<file path="src/rtl/button_repeat_conditioner.sv">
// Push-button front end: two-flop synchronizer, debouncer and press/auto-repeat pulse generator.
// Emits one registered strobe per press, then repeat strobes while the button stays held.
module button_repeat_conditioner #(
  parameter int unsigned DEBOUNCE_CYCLES = 1_000_000,
  parameter int unsigned HOLD_CYCLES     = 50_000_000,
  parameter int unsigned REPEAT_CYCLES   = 20_000_000
) (
  input  logic clk,
  input  logic clr,
  input  logic button,
  output logic pulse,
  output logic level,
  output logic held
);

  localparam int unsigned MaxA      = (DEBOUNCE_CYCLES > HOLD_CYCLES) ? DEBOUNCE_CYCLES
                                                                      : HOLD_CYCLES;
  localparam int unsigned MaxCycles = (MaxA > REPEAT_CYCLES) ? MaxA : REPEAT_CYCLES;
  localparam int unsigned CntW      = $clog2(MaxCycles);

  localparam logic [CntW-1:0] DebLast  = CntW'(DEBOUNCE_CYCLES - 1);
  localparam logic [CntW-1:0] HoldLast = CntW'(HOLD_CYCLES - 1);
  localparam logic [CntW-1:0] RepLast  = CntW'(REPEAT_CYCLES - 1);

  typedef enum logic [1:0] {
    StIdle,
    StPress,
    StRepeat
  } state_t;

  logic            s1_q, s2_q;
  logic [CntW-1:0] dcnt_q, dcnt_d;
  logic            level_q, level_d;
  logic            rise, fall;

  state_t          state_q, state_d;
  logic [CntW-1:0] rcnt_q, rcnt_d;
  logic            pulse_q, pulse_d;
  logic            held_q, held_d;

  always_ff @(posedge clk or posedge clr) begin
    if (clr) begin
      s1_q <= 1'b0;
      s2_q <= 1'b0;
    end else begin
      s1_q <= button;
      s2_q <= s1_q;
    end
  end

  // Any sample agreeing with the current level restarts the count.
  always_comb begin
    dcnt_d  = dcnt_q;
    level_d = level_q;
    if (s2_q == level_q) begin
      dcnt_d = '0;
    end else if (dcnt_q == DebLast) begin
      dcnt_d  = '0;
      level_d = ~level_q;
    end else begin
      dcnt_d = dcnt_q + CntW'(1);
    end
  end

  assign rise = level_d & ~level_q;
  assign fall = ~level_d & level_q;

  always_ff @(posedge clk or posedge clr) begin
    if (clr) begin
      dcnt_q  <= '0;
      level_q <= 1'b0;
    end else begin
      dcnt_q  <= dcnt_d;
      level_q <= level_d;
    end
  end

  // Release wins over a coincident hold/repeat terminal count.
  always_comb begin
    state_d = state_q;
    rcnt_d  = rcnt_q;
    pulse_d = 1'b0;
    held_d  = held_q;
    if (fall) begin
      state_d = StIdle;
      rcnt_d  = '0;
      held_d  = 1'b0;
    end else begin
      unique case (state_q)
        StIdle: begin
          rcnt_d = '0;
          held_d = 1'b0;
          if (rise) begin
            pulse_d = 1'b1;
            state_d = StPress;
          end
        end
        StPress: begin
          if (rcnt_q == HoldLast) begin
            pulse_d = 1'b1;
            rcnt_d  = '0;
            held_d  = 1'b1;
            state_d = StRepeat;
          end else begin
            rcnt_d = rcnt_q + CntW'(1);
          end
        end
        StRepeat: begin
          if (rcnt_q == RepLast) begin
            pulse_d = 1'b1;
            rcnt_d  = '0;
          end else begin
            rcnt_d = rcnt_q + CntW'(1);
          end
        end
        default: begin
          state_d = StIdle;
          rcnt_d  = '0;
          held_d  = 1'b0;
        end
      endcase
    end
  end

  always_ff @(posedge clk or posedge clr) begin
    if (clr) begin
      state_q <= StIdle;
      rcnt_q  <= '0;
      pulse_q <= 1'b0;
      held_q  <= 1'b0;
    end else begin
      state_q <= state_d;
      rcnt_q  <= rcnt_d;
      pulse_q <= pulse_d;
      held_q  <= held_d;
    end
  end

  assign pulse = pulse_q;
  assign level = level_q;
  assign held  = held_q;

endmodule

</file>
<file path="config.mk">
export PLATFORM = sky130hd
export DESIGN_NAME = button_repeat_conditioner
export DESIGN_NICKNAME = d
export VERILOG_FILES = /design/src/rtl/button_repeat_conditioner.sv
export SDC_FILE = /design/constraint.sdc
export NUM_CORES = 1
export LEC_CHECK = 0
export ABC_AREA = 1
export CAP_MARGIN = 20
export CELL_PAD_IN_SITES_DETAIL_PLACEMENT = 0
export CELL_PAD_IN_SITES_GLOBAL_PLACEMENT = 1
export CORE_MARGIN = 2
export CORE_UTILIZATION = 43
export CTS_BUF_LIST = sky130_fd_sc_hd__clkbuf_4 sky130_fd_sc_hd__clkbuf_8
export CTS_CLUSTER_DIAMETER = 30
export CTS_CLUSTER_SIZE = 28
export DETAILED_ROUTE_END_ITERATION = 6
export PLACE_DENSITY_LB_ADDON = 0.1
export SYNTH_ARGS = -nofsm -noshare
export SYNTH_HDL_FRONTEND = slang
export SYNTH_SLANG_ARGS = --single-unit
</file>
<file path="constraint.sdc">
create_clock -name clk -period 2.3 [get_ports clk]
set_input_delay 0.46 -clock clk [delete_from_list [all_inputs] [get_ports clk]]
set_output_delay 0.46 -clock clk [all_outputs]
set_load 0.005 [all_outputs]
</file>
# Word level (Yosys, flattened, before mapping)
# Cells that the tools add are included.
# Widths: inputs -> output; s select.
[totals]
regBits = 59
latch_bits = 0
ram_bits = 0
mem_bits_ro = 0
in_bits = 3
out_inout_bits = 3
mem_count = 0
[op_classes]
add_sub_neg = 2
multipliers = 0
div_mod_pow = 0
n_lt_le_gt_ge = 0
eq_ne = 9
shift = 0
mux = 20
bitwise_logic = 4
n_reduce_logical = 3
[ops]
columns = ["op", "n"]
rows = [
  ["$mux 26", 5],
  ["$add 26x1->26 const B", 2],
  ["$pmux 26 s2", 1],
  ["$eq 26x20->1 const B", 1],
  ["$eq 26x25->1 const B", 1],
  ["$eq 26x26->1 const B", 1],
  ["$mux 1", 8],
  ["$mux 2", 3],
  ["$ne 3x3->1 const B", 2],
  ["$pmux 2 s3", 1],
  ["$pmux 1 s3", 1],
  ["$reduce_and 3->1", 1],
  ["$and 1x1->1", 2],
  ["$eq 2x1->1 const B", 1],
  ["$eq 2x2->1 const B", 1],
  ["$logic_not 2->1", 1],
  ["$ne 2x2->1 const B", 1],
  ["$not 1->1", 2],
  ["$pmux 1 s2", 1],
  ["$reduce_and 2->1", 1],
  ["$eq 1x1->1", 1],
]

# Logic depth before layout (Yosys ltp)
[depth]
word_depth = 7
mapped_depth = 15
ltp_nobuf = 15

# Worst setup path before layout
# No wires, ideal clock.
[synth_timing]
path_type = "register -> register"
from = "register dcnt_q[0]"
to = "register rcnt_q[12]"
setup_time_ns = 0.071
arrival_time_ns = 2.170
slack_ns = 0.059
stages_incl_launch_ff = 14
n_path_buf = 1
cell_sequence = "dfrtp_1 > ha_1 > nand2_1 > nor2_1 > nand2_1 > nor2_1 > nand2_1 > o21ai_1 > inv_1 > ha_1 > nor2_1 > nand2_4 > buf_6 > nor2_1"
[synth_between]
elab_chain_len = 6
[synth_lines]
columns = ["element", "line", "text"]
rows = [
  ["start, declared", "32", "logic [CntW-1:0] dcnt_q, dcnt_d;"],
  ["start signal, assigned", "73", "dcnt_q <= dcnt_d;"],
  ["$eq 26x20->1", "57", "end else if (dcnt_q == DebLast) begin"],
  ["$mux 1", "57", ""],
  ["$mux 1", "55", "if (s2_q == level_q) begin"],
  ["named net level_d", "33", "logic level_q, level_d;"],
  ["$not 1->1", "66", "assign fall = ~level_d & level_q;"],
  ["$and 1x1->1", "66", ""],
  ["$mux 26", "84", "if (fall) begin"],
  ["named net rcnt_d[12]", "37", "logic [CntW-1:0] rcnt_q, rcnt_d;"],
  ["end signal, assigned", "133", "rcnt_q <= rcnt_d;"],
  ["end, declared", "37", ""],
]
# The timed path passes the listed nets, and every way through them passes these cells.
# A chain may end at the register's enable or synchronous reset.

# Worst setup path after layout
[layout_timing]
from = "register dcnt_q[19]"
to = "register state_q[1]"
[layout_between]
elab_chain_len = 7
[layout_lines]
columns = ["element", "line", "text"]
rows = [
  ["$eq 26x20->1 *", "57", ""],
  ["$mux 1 *", "57", ""],
  ["$mux 1 *", "55", ""],
  ["named net level_d", "33", ""],
  ["$not 1->1", "66", ""],
  ["$and 1x1->1", "66", ""],
  ["$ne 3x3->1 (no source line) or $ne 2x2->1 (tied branches)", "--", ""],
  ["$reduce_and 3->1 (no source line)", "--", ""],
  ["end signal, assigned", "127", "state_q <= StIdle;"],
  ["end signal, assigned", "132", "state_q <= state_d;"],
  ["end, declared", "36", "state_t state_q, state_d;"],
]
# Mark *: on every way through the listed nets, which the timed path passes. The rest lies on a longest branch.

==> impl_metrics.csv <==
group,metric,value,unit
synth,synth_edf_count,0,
setup_path,crit_family,"simple AND/OR/NAND/NOR gates",
setup_path,crit_arrival,2300,ps
synth,yosys.area.top_type,"dfrtp_1",
synth,synth_top_area_share,41.5,%
floorplanning,die-width,95,um
synth,postSynth.asyncResetShare,100,%
setup_path,cpPeakStageDelay,380,ps
clock_tree,htreeDepth,3,
clock_tree,cts.sinks,59,
power_and_ir_drop,p_leak,0.00180,uW
drt,drc,0,
power_and_ir_drop,seqPwrFrac,49.9,%
layout,area_delta_synth_final,16.4,%
setup_path,crit_required,2520,ps
power_and_ir_drop,total_power,2100,uW
timing,finClkSkew,5.29,ps
synth,synth_nets,512,
placement,globalplace.congestion,0.891,
timing,rsz0062_at_grt,"false",
timing,final_hold_viol_count,0,
clock_tree,ctsHoldBuffers,0,
power_and_ir_drop,p_sw_share,22.5,%
synth,synthCells,498,
timing,tightest_slew,501,ps
timing,max_freq,482,MHz
global_route,gr-usage-all-layers,21.4,%
clock_tree,tritoncts,"done",
timing,tns,0,ps
drt,vias_per_cell,4.84,
run_status,outcome,"complete, no violations",
timing,slew_headroom,66.5,%
setup_path,startpoint_type,"register",
layout,fill_cells,817,
setup_path,path_common_cell,"nand2_1",
timing,finalMaxSlewViolations,0,
global_route,grt_max_degree,26,
setup_path,crit_path_max_fanout,5,
setup_path,end_kind,"register",
clock_tree,cts-root-buf,"clkbuf_8",
power_and_ir_drop,pwr-share-comb,2.9,%
synth,ys_ff_latch,59,
clock_tree,cts.clk_slew.worst_paths,70,ps
timing,layout_min_cycle_time,2070,ps
worst_hold_path,hp-class,"register to register",
setup_path,cp_cell_sequence,"nand2_1 > nor2_1 > nand4_1 > nor2_1 > nand2_1 > buf_4 > nand2_1 > o21ai_2 > inv_2 > ha_4 > nor2_1 > a21oi_2 > nand2_1 > nand2_1 > nand2_1",
floorplanning,rows,33,
clock_tree,numCtsBuffers,9,
synth,synth_most_common_cell,"nor2_1",
power_and_ir_drop,p_per_area,506,mW/mm^2
flow_run,cap_violations,0,
drt,via_count,3110,
drt,ant_nets,0,
synth,ys.flop_type,"dfrtp_1",
floorplanning,start_util,43.8,%
layout,antenna_cells,0,
timing,fin_crit_sh,90.2,%
timing,setup_viol,0,
synth,synth_area_leaders,"dfrtp_1 41%, nor2_1 13%, nand2_1 13%",
synth,yosysUniqueCellTypes,27,
power_and_ir_drop,switching_power,473,uW
floorplanning,pin_count,6,
drt,drtIter0Drc,213,
clock_tree,clock_latency,330,ps
synth,synth_area,0.00356,mm^2
floorplanning,die_area,0.00903,mm^2
global_route,grt_pass1_wl,14700,um
synth,syn-mean-instance-area,7.15,um^2
synth,yosysSeqAreaShare,41.5,%
global_route,overflow,0,
placement,dp_hpwl,6700,um
drt,wl,8850,um
drt,first_pass_iters,4,
timing,whs,350,ps
power_and_ir_drop,max-vdd-ir-drop,296,uV
setup_path,path_buf_inv,2,
clock_tree,clk_path_buf_depth,2,
power_and_ir_drop,p_clk_share,47.2,%
drt,post_drt_wl_per_cell,13.8,um
layout,final_nets,546,
synth,yosys_warnings,0,
synth,synth_common_cells,"127 x nor2_1, 123 x nand2_1, 59 x dfrtp_1",
power_and_ir_drop,p_int,1630,uW
placement,io_buffers,5,
floorplanning,core,0.00813,mm^2
global_route,antenna_found_initial,0,
floorplanning,dieHeight,95,um
global_route,grt_pass1_vias,2928,
layout,drive_gt1_share,10.8,%
setup_path,critical-path-slowest-cell,"dfrtp_1",
setup_path,worstSetupPathType,"register to register",
## worst paths after layout
kind / to / startpoint / slack [ps] / cells after the start
max: state_q[1]$_DFFE_PP0P_ / dcnt_q[19]$_DFF_PP0_ / 230 / 15
min: s2_q$_DFF_PP0_ / s1_q$_DFF_PP0_ / 350 / 0
max reg2reg: state_q[1]$_DFFE_PP0P_ / dcnt_q[19]$_DFF_PP0_ / 230 / 15
min reg2reg: s2_q$_DFF_PP0_ / s1_q$_DFF_PP0_ / 350 / 0
max in group asynchronous: rcnt_q[14]$_DFF_PP0_ / clr / 1330 / 3
min in group asynchronous: s1_q$_DFF_PP0_ / clr / 470 / 2
## per-layer routing
layer	wire (um)	part of all wire [%]	track usage, %	vias up
met4	40	0.45	3.62	0
met2	3600	41	29.7	63
met5	0	0	0	-
li1	-	-	-	1621
met3	337	3.8	4.87	2
met1	4870	55	33.9	1424
## cells by family after synthesis
| group | share of synthesized area (%) |
|---|---|
| and+or+nand+nor | 38.4 |
| xor gates and xnor gates | 7.13 |
| adders and majority gates | 3.87 |
| DFF | 41.5 |
| buffers and inverters | 6.89 |
| AOI/OAI and AO/OA | 2.25 |
## power by group through the flow
| stage | registers [uW] | clock network, uW | logic, uW |
|---|---|---|---|
| 2_1_floorplan | 1070 | 0 | 29.7 |
| 3_3_place_gp | 1070 | 0 | 59.6 |
| 3_5_place_dp | 1070 | 0 | 60.3 |
| 4_1_cts | 1050 | 1040 | 60.8 |
| 5_1_grt | 1050 | 1080 | 70.5 |
| 6_report | 1050 | 991 | 61.7 |
## worst register-to-register path, delay by kind of cell (launching register included)
kind | cells | cell delay, ps
flip-flops | 1 | 380
buffers and inverters | 2 | 240
AO/OA/AOI/OAI | 2 | 220
adder cells (fa/ha/maj) | 1 | 160
AND/OR/NAND/NOR | 10 | 960
## flip-flops by register name, indices dropped and copies added, names as in the netlist
signal and flops:
s1_q 1, level 1, rcnt_q 26, state_q 2
pulse 1, dcnt_q 26, held 1, s2_q 1
## cell usage in the layout, fill, tap and decap left out, types with 2 or more instances in the layout
cell,instances
nor2_1,124
nand2_1,123
dfrtp_1,59
inv_1,55
nand3_1,36
xor2_1,19
buf_4,18
nand4_1,14
clkbuf_8,11
xnor2_1,10
ha_1,10
nor3_1,7
nor2_2,7
o21ai_0,6
clkdlybuf4s50_1,5
nand2_2,4
nand3b_1,3
nor2_4,3
clkinvlp_4,3
inv_2,2
a31oi_1,2
nand2_4,2
buf_12,2
## area by class of cell
cell class | count | area [um^2] | share of cell area, %
Inverter | 58 | 218 | 5.25
Timing Repair Buffer | 25 | 225 | 5.43
Sequential cell | 59 | 1480 | 35.6
Clock buffer | 11 | 151 | 3.65
Multi-Input combinational cell | 379 | 1880 | 45.4
Tap cell | 105 | 131 | 3.17
Clock inverter | 5 | 61.3 | 1.48
## through the flow
| stage | setup slack [ps] | cells | util [%] | instance area [um^2] |
|---|---|---|---|---|
| floorplan | 58.8 | 498 | - | 3560 |
| global placement | 112 | 624 | 47.7 | 3880 |
| detailed placement | 19.7 | 624 | 47.7 | 3880 |
| CTS | 20.7 | 640 | 50.3 | 4100 |
| global route | 37.7 | 642 | 51.0 | 4150 |
| finish | 225 | 642 | 51.0 | 4150 |
## repair_timing
action,CTS,global route
setup endpoints to repair,0,29
gates resized for setup,0,11
setup buffers,0,1
Power figures use the tool's default switching activity.
